[config.mk]
export PLATFORM = sky130hd
export DESIGN_NAME = iir_biquad_seq
export DESIGN_NICKNAME = d
export VERILOG_FILES = /design/src/rtl/iir_pkg.sv /design/src/rtl/iir_mac.sv /design/src/rtl/iir_biquad_seq.sv
export SDC_FILE = /design/constraint.sdc
export NUM_CORES = 1
export LEC_CHECK = 0
export BUFFER_PORTS_ARGS = -buffer_cell sky130_fd_sc_hd__buf_2
export CAP_MARGIN = 20
export CORE_ASPECT_RATIO = 1.1
export CORE_UTILIZATION = 30
export DETAILED_ROUTE_END_ITERATION = 7
export PLACE_DENSITY_LB_ADDON = 0.3
export SYNTH_ARGS = -nofsm -noshare
export SYNTH_HDL_FRONTEND = slang
export SYNTH_SLANG_ARGS = --single-unit
[constraint.sdc]
create_clock -name clk -period 6.9 [get_ports clk]
set_input_delay 0 -clock clk [delete_from_list [all_inputs] [get_ports clk]]
set_output_delay 0 -clock clk [all_outputs]
set_load 0.005 [all_outputs]
[src/rtl/iir_pkg.sv]
// iir_pkg: shared coefficient addresses, FSM encoding and output saturation for the biquad
package iir_pkg;
  localparam logic [2:0] COEF_B0 = 3'd0;
  localparam logic [2:0] COEF_B1 = 3'd1;
  localparam logic [2:0] COEF_B2 = 3'd2;
  localparam logic [2:0] COEF_A1 = 3'd3;
  localparam logic [2:0] COEF_A2 = 3'd4;

  typedef enum logic [1:0] {IDLE, MAC, OUT} state_t;

  // Clamp v to the signed dw-bit range; ovf flags any clamp.
  function automatic logic signed [63:0] sat_trunc(input logic signed [63:0] v, input int dw,
                                                   output logic ovf);
    logic signed [63:0] hi, lo;
    hi = (64'sd1 <<< (dw - 1)) - 64'sd1;
    lo = -(64'sd1 <<< (dw - 1));
    ovf = (v > hi) || (v < lo);
    return (v > hi) ? hi : (v < lo) ? lo : v;
  endfunction
endpackage

[src/rtl/iir_mac.sv]
// iir_mac: signed sample x coefficient multiplier feeding a loadable accumulator
module iir_mac #(
  parameter int DW = 12,
  parameter int CW = 12,
  parameter int AW = 27
) (
  input  logic                 clk,
  input  logic                 rst_n,
  input  logic                 load_i,
  input  logic                 acc_en_i,
  input  logic signed [AW-1:0] load_val_i,
  input  logic signed [DW-1:0] data_i,
  input  logic signed [CW-1:0] coef_i,
  output logic signed [AW-1:0] acc_o
);
  logic signed [DW+CW-1:0] prod;
  logic signed [AW-1:0] acc_q;
  assign prod  = data_i * coef_i;
  assign acc_o = acc_q;
  always_ff @(posedge clk or negedge rst_n) begin
    if (!rst_n) acc_q <= '0;
    else if (load_i) acc_q <= load_val_i;
    else if (acc_en_i) acc_q <= acc_q + AW'(prod);
  end
endmodule

[src/rtl/iir_biquad_seq.sv]
// iir_biquad_seq: direct-form-I biquad sharing one multiplier over a 5-tap MAC per sample
module iir_biquad_seq
  import iir_pkg::*;
#(
  parameter int DW   = 12,
  parameter int CW   = 12,
  parameter int FRAC = 10
) (
  input  logic                 clk,
  input  logic                 rst_n,
  input  logic                 din_valid,
  input  logic signed [DW-1:0] din,
  output logic                 din_ready,
  output logic                 dout_valid,
  output logic signed [DW-1:0] dout,
  input  logic                 coef_wr,
  input  logic [2:0]           coef_addr,
  input  logic signed [CW-1:0] coef_data,
  input  logic                 clear,
  output logic                 sat_flag
);
  localparam int AW = DW + CW + 3;
  localparam logic signed [AW-1:0] RND = AW'(1 << (FRAC - 1));
  localparam logic signed [CW-1:0] ONE = CW'(1 << FRAC);

  state_t state_q;
  logic [2:0] tap_q;
  logic signed [CW-1:0] coef_q [5];
  logic signed [CW-1:0] shad_q [5];
  logic signed [DW-1:0] x0_q, x1_q, x2_q, y1_q, y2_q, dout_q;
  logic dout_valid_q, sat_q, ovf, accept;
  logic signed [CW-1:0] mul_c;
  logic signed [DW-1:0] mul_x;
  logic signed [AW-1:0] acc, acc_sh;
  logic signed [63:0] sat_w;

  assign accept     = state_q == IDLE && din_valid && !clear;
  assign din_ready  = state_q == IDLE;
  assign dout_valid = dout_valid_q;
  assign dout       = dout_q;
  assign sat_flag   = sat_q;

  always_comb begin
    mul_c  = tap_q == 3'd0 ? shad_q[0] : tap_q == 3'd1 ? shad_q[1] :
             tap_q == 3'd2 ? shad_q[2] : tap_q == 3'd3 ? shad_q[3] : shad_q[4];
    mul_x  = tap_q == 3'd0 ? x0_q : tap_q == 3'd1 ? x1_q :
             tap_q == 3'd2 ? x2_q : tap_q == 3'd3 ? y1_q : y2_q;
    acc_sh = acc >>> FRAC;
    sat_w  = sat_trunc(64'(acc_sh), DW, ovf);
  end

  iir_mac #(.DW(DW), .CW(CW), .AW(AW)) u_mac (
    .clk        (clk),
    .rst_n      (rst_n),
    .load_i     (accept),
    .acc_en_i   (state_q == MAC && !clear),
    .load_val_i (RND),
    .data_i     (mul_x),
    .coef_i     (mul_c),
    .acc_o      (acc)
  );

  always_ff @(posedge clk or negedge rst_n) begin
    if (!rst_n) begin
      state_q      <= IDLE;
      tap_q        <= '0;
      {x0_q, x1_q, x2_q, y1_q, y2_q, dout_q} <= '0;
      dout_valid_q <= 1'b0;
      sat_q        <= 1'b0;
      for (int i = 0; i < 5; i++) begin
        coef_q[i] <= i == 0 ? ONE : '0;
        shad_q[i] <= i == 0 ? ONE : '0;
      end
    end else begin
      if (coef_wr && coef_addr <= COEF_A2) coef_q[coef_addr] <= coef_data;
      dout_valid_q <= 1'b0;
      if (clear) begin
        state_q <= IDLE;
        {x0_q, x1_q, x2_q, y1_q, y2_q} <= '0;
        sat_q   <= 1'b0;
      end else begin
        case (state_q)
          IDLE: if (din_valid) begin
            x0_q    <= din;
            shad_q  <= coef_q;
            tap_q   <= '0;
            state_q <= MAC;
          end
          MAC: begin
            tap_q   <= tap_q + 3'd1;
            state_q <= tap_q == 3'd4 ? OUT : MAC;
          end
          default: begin
            dout_q       <= DW'(sat_w);
            dout_valid_q <= 1'b1;
            sat_q        <= sat_q | ovf;
            x2_q         <= x1_q;
            x1_q         <= x0_q;
            y2_q         <= y1_q;
            y1_q         <= DW'(sat_w);
            state_q      <= IDLE;
          end
        endcase
      end
    end
  end
endmodule

==> flow_summary.json, run 1 <==
{
  "place_congestion": 0.886,
  "vias": 11600,
  "critPathCaptureType": "flop",
  "multiInputGateArea_um2": 10200,
  "wl_mm": 43.4,
  "timing.fmax_ghz": 0.147,
  "slew_headroom_pct": 27.5,
  "yosys.area_share.adder_pct": 27.4,
  "via_per_inst": 4.71,
  "synth_top_family_by_area": "adder cells",
  "setup_viol": 0,
  "synth_area_leaders": "dfrtp_1 (34%), fa_1 (21%), mux2_2 (9.1%), ha_1 (6.0%), mux2i_1 (4.7%)",
  "drive_gt1_share_pct": 27.2,
  "regArea_um2": 5660,
  "cts.sinks": 226,
  "syn2layout_area_growth_pct": 24.8,
  "layout.nets": 1995,
  "synth_top_area_cell": "dfrtp_1",
  "start_util_pct": 30.4,
  "grt_use_total_pct": 15.7,
  "syn-mean-instance-area_um2": 10.8,
  "first_pass_iters": 7,
  "synth_edf_count": 0,
  "maxSlewViolCount": 0,
  "ys_types": 63,
  "yosysMostFrequentCell": "dfrtp_1",
  "use_met1_pct": 20.6,
  "cap_violations": 0,
  "cts_max_level": 1,
  "synthTopCellsByCount": "dfrtp_1 (224), inv_1 (191), fa_1 (175)",
  "min_period_ns": 6.79,
  "synth_area_um2": 16400,
  "die_w_um": 225,
  "hold_path_class": "input pin to async pin",
  "drt_iter0_drc": 625,
  "grt_first_pass_wirelength_mm": 67.7,
  "finalHoldViolCount": 0,
  "yosys.area_share.xor_xnor_pct": 0.964,
  "io_pins": 47,
  "clk_latency_ns": 0.56,
  "synthMuxAreaShare_pct": 13.7,
  "wl_per_cell_um": 17.6,
  "dpl.hpwl_mm": 32.1,
  "core_area_um2": 53800,
  "cp.arrival_ns": 7.19,
  "numCtsBuffers": 27,
  "crit_type": "flop to flop",
  "clockRootBuffer": "clkbuf_16",
  "cts.reportedPaths.clkPinSlew_ns": 0.06,
  "grt_max_degree": 104,
  "synth_seq_area_share_pct": 34.6,
  "synth_compound_area_share_pct": 7.51,
  "finClkSkew_ns": 0.0181,
  "fin_cells": 2459,
  "synthArstFlopShare_pct": 100,
  "dieArea_um2": 55400,
  "syn_inst": 1519,
  "placementRows": 89,
  "fillers": 5265,
  "synth_top_cell_area_share_pct": 34.3,
  "port_buffers": 46,
  "grtUsageMet2_pct": 27.5,
  "syn_nets": 1804,
  "ant_nets": 0,
  "die_h_um": 247,
  "synthSimpleGateAreaFrac_pct": 9.49,
  "ys_warn_count": 0,
  "grt_pass1_vias": 12200,
  "required_ns": 7.30,
  "cts_tree": "built",
  "start_kind": "flop",
  "antenna-diode-count": 0,
  "r2r_setup_slack_ns": 0.11,
  "drc_errors": 0,
  "grt_busiest_layer": "met2",
  "critical_path.max_fanout": 7,
  "worst_pin_slew_ns": 1.08,
  "period_share_pct": 98.5,
  "ys_ff_latch": 226,
  "overflow": 0,
  "clk_path_buf_depth": 3,
  "grtUsageMet3_pct": 1.43,
  "synthFlopType": "dfrtp_1",
  "status": "finished clean",
  "grt_antenna_before_repair": 0,
  "dpl.cell_count": 2344,
  "rsz0062_at_grt": "yes"
}
-- placed cells by master, fill, tap and decap left out, drive strengths merged, types with 7 or more instances in the layout --
| cell | count |
|---|---|
| a211o | 8 |
| nand2 | 163 |
| ha | 78 |
| a21oi | 19 |
| and2 | 15 |
| o211ai | 7 |
| buf | 195 |
| mux2i | 76 |
| clkbuf | 39 |
| nor2 | 143 |
| a22o | 19 |
| xnor2 | 15 |
| dlygate4sd3 | 30 |
| dfrtp | 224 |
| inv | 193 |
| a21o | 8 |
| fa | 175 |
| mux2 | 132 |
| a31oi | 9 |
| nand3 | 8 |
| o21ai | 80 |
| nand2b | 11 |
-- cell families after synthesis --
group / count (synthesis)
XOR/XNOR: 18
flip-flops: 226
buffers and inverters: 258
AND/OR/NAND/NOR: 369
adder cells (fa/ha/maj): 253
AO/OA/AOI/OAI: 187
multiplexers: 208
-- per-layer routing --
layer	part of all wire, %	up-vias
met3	3.2	53
li1	-	5343
met4	2.1	0
met2	50	206
met5	0	-
met1	45	5987
-- worst max-delay path: stages, from the launching register on --
cell and delay, ns:
dfrtp_1 0.39, ha_2 0.21, ha_4 0.18, buf_12 0.15
buf_12 0.14, buf_4 0.13, mux2i_1 0.11, a211o_1 0.30
a31oi_1 0.16, buf_4 0.18, nand2_1 0.08, fa_1 0.48
fa_1 0.51, inv_1 0.05, fa_1 0.48, fa_1 0.58
fa_1 0.43, fa_1 0.50, ha_4 0.32, and3_4 0.20
a31oi_4 0.09, a2111o_1 0.51, nand2_1 0.17, xnor2_1 0.18
o21ai_0 0.12
-- final cells by class --
type                    count  share of cell area [%]
clock buffers              35                    3.75
clock inverters            15                    1.02
inverters                 191                    3.51
multi-input cells        1035                    50.0
flip-flops and latches    226                    27.7
well taps                 728                    4.46
repair buffers            229                    9.51
-- per-stage QoR --
step           hold slack, ns  utilization, %  setup TNS, ns  setup WS [ns]  cell area [um^2]
2_1_floorplan          -0.296               -              0         0.0864             16400
3_3_place_gp            0.105            34.0              0         0.0109             18300
3_5_place_dp            0.112            34.0         -0.293         -0.126             18300
4_1_cts                 0.121            36.4       -0.00263       -0.00263             19600
5_1_grt                 0.166            37.9         -0.321         -0.124             20400
6_report               0.0778            37.9              0          0.106             20400
-- path summary, 6_finish.rpt --
kind | cells after the start | from | to
max | 24 | tap_q[1]$_DFFE_PN0P_ | u_mac.acc_o[20]$_DFFE_PN0P_
min | 2 | rst_n | shad_q[14]$_DFFE_PN0P_
max reg2reg | 24 | tap_q[1]$_DFFE_PN0P_ | u_mac.acc_o[20]$_DFFE_PN0P_
min reg2reg | 2 | dout[11]$_DFFE_PN0P_ | dout[11]$_DFFE_PN0P_
max in group asynchronous | 3 | rst_n | state_q[1]$_DFFE_PN0P_
min in group clk | 4 | din_valid | tap_q[2]$_DFFE_PN0P_
-- timing repair --
item | in CTS | in global routing
setup endpoints to repair | 7 | 14
pin swaps | 2 | 65
resized for setup | 4 | 106
setup buffers | 1 | 31
cloned | 0 | 3
hold buffers | 30 | 0
hold endpoints to repair | 177 | 0
Power of run 1 is left out: the tool's default activity adds up to more than one toggle a clock period on the data nets, which glitch-free logic cannot reach.
==> run 2, diff against run 1 <==
Settings changed: CORE_UTILIZATION 30 to 40.
==> flow_summary.json, run 2 (synthesis gave the netlist of run 1 again) <==
{
  "numCtsBuffers": 26,
  "postLayoutCellArea_um2": 19800,
  "place_congestion": 0.862,
  "first_pass_iters": 5,
  "start_util_pct": 40.6,
  "cap_violations": 0,
  "dieArea_um2": 41700,
  "placedInstanceArea_um2": 17900,
  "io_pins": 47,
  "cts.sinks": 226,
  "startpoint": "tap_q[1]$_DFFE_PN0P_",
  "drt_iter0_drc": 744,
  "worst_pin_slew_ns": 1.03,
  "dpl.hpwl_mm": 30.3,
  "slew_headroom_pct": 31.0,
  "cts.reportedPaths.clkPinSlew_ns": 0.06,
  "use_met1_pct": 27.5,
  "cts_max_level": 1,
  "hold_path_class": "input pin to async pin",
  "clk_path_buf_depth": 3,
  "timing.fmax_ghz": 0.148,
  "overflow": 0,
  "setup_viol": 0,
  "placementRows": 77,
  "drive_gt1_share_pct": 25.3,
  "start_kind": "flop",
  "grt_antenna_before_repair": 0,
  "drc_errors": 0,
  "grt_busiest_layer": "met2",
  "core_area_um2": 40300,
  "layout.nets": 1978,
  "r2r_start": "tap_q[1]$_DFFE_PN0P_",
  "die_h_um": 214,
  "period_share_pct": 97.9,
  "clk_latency_ns": 0.58,
  "final_cell_mix": "dfrtp_1 (223), inv_1 (186), fa_1 (167)",
  "finalHoldViolCount": 0,
  "crit_type": "flop to flop",
  "syn2layout_area_growth_pct": 21.0,
  "die_w_um": 195,
  "final_common_cell": "dfrtp_1",
  "clockRootBuffer": "clkbuf_16",
  "maxSlewViolCount": 0,
  "antenna-diode-count": 0,
  "via_per_inst": 5.21,
  "grt_use_total_pct": 20.6,
  "rsz0062_at_grt": "yes",
  "ant_nets": 0,
  "status": "finished clean",
  "grt_first_pass_wirelength_mm": 67.3,
  "port_buffers": 46,
  "grtUsageMet3_pct": 2.82,
  "grt_max_degree": 108,
  "cp.arrival_ns": 7.21,
  "grtUsageMet2_pct": 34.8,
  "vias": 11600,
  "critPathCaptureType": "flop",
  "grt_pass1_vias": 12300,
  "required_ns": 7.35,
  "wl_per_cell_um": 18.9,
  "wl_mm": 42.2,
  "fillers": 3588,
  "cts_tree": "built",
  "critical_path.max_fanout": 13,
  "min_period_ns": 6.75,
  "finClkSkew_ns": 0.0231
}
-- run 2: changes by cell type in the layout (fill, tap and decap cells not counted), sizes merged --
cell / previous run / this run
buf: 195 / 180
bufinv: 4 / 5
clkbuf: 39 / 40
clkinv: 6 / 5
clkinvlp: 3 / 0
dlygate4sd3: 30 / 29
-- run 2: through the flow --
| stage | utilization (%) | setup WS, ns | hold WS (ns) | instances | setup TNS, ns |
|---|---|---|---|---|---|
| finish | 49.1 | 0.148 | 0.0187 | 2226 | 0 |
| global route | 49.1 | -0.0589 | 0.0923 | 2226 | -0.178 |
| CTS | 47.9 | 0.0113 | 0.0641 | 2203 | 0 |
| detailed placement | 44.4 | -0.135 | 0.0807 | 2122 | -0.519 |
| global placement | 44.4 | -0.0238 | 0.0844 | 2122 | -0.0307 |
| floorplan | - | 0.0864 | -0.296 | 1519 | 0 |
-- run 2: layer usage --
| metal | up-vias | share of wire (%) |
|---|---|---|
| li1 | 5311 | - |
| met3 | 70 | 4.5 |
| met4 | 0 | 2.4 |
| met5 | - | 0 |
| met2 | 271 | 49 |
| met1 | 5951 | 44 |
-- run 2: worst paths after layout --
check	slack, ns	end	cells after the start
min in group clk	0.10	coef_q[0]$_DFFE_PN0P_	4
min reg2reg	0.48	u_mac.acc_o[8]$_DFFE_PN0P_	2
max	0.15	u_mac.acc_o[22]$_DFFE_PN0P_	26
max in group asynchronous	5.44	state_q[1]$_DFFE_PN0P_	3
max reg2reg	0.15	u_mac.acc_o[22]$_DFFE_PN0P_	26
min	0.02	u_mac.acc_o[12]$_DFFE_PN0P_	2
-- run 2: cell type report --
type	count	area, um^2	share of cell area, %
Multi-Input combinational cell	1035	9970	50.4
Clock inverter	12	225	1.14
Clock buffer	36	788	3.99
Inverter	191	717	3.62
Tap cell	513	642	3.25
Timing Repair Buffer	213	1780	9.00
Sequential cell	226	5660	28.6
-- run 2: worst max-delay path, stage by stage, from the launching register on --
cell	delay, ns
dfrtp_1	0.38
buf_4	0.15
inv_2	0.08
ha_1	0.15
nor2b_4	0.16
buf_12	0.14
buf_12	0.14
buf_4	0.15
nand2_1	0.05
o21ai_1	0.14
mux2_2	0.23
buf_4	0.14
nand2_1	0.08
fa_1	0.51
inv_1	0.06
fa_1	0.55
fa_1	0.45
fa_1	0.52
fa_1	0.43
ha_1	0.31
ha_1	0.32
a21o_1	0.20
a221o_1	0.38
a31oi_2	0.22
a21oi_2	0.10
or3_1	0.31
a32o_1	0.26
-- run 2: timing repair --
item,CTS,global route
hold endpoints to repair,182,0
gates resized for setup,12,72
cloned,1,4
pin swaps,4,35
setup buffers,3,20
hold buffers,29,0
endpoints found under the setup margin,7,13
Power of run 2 is left out for the same reason.
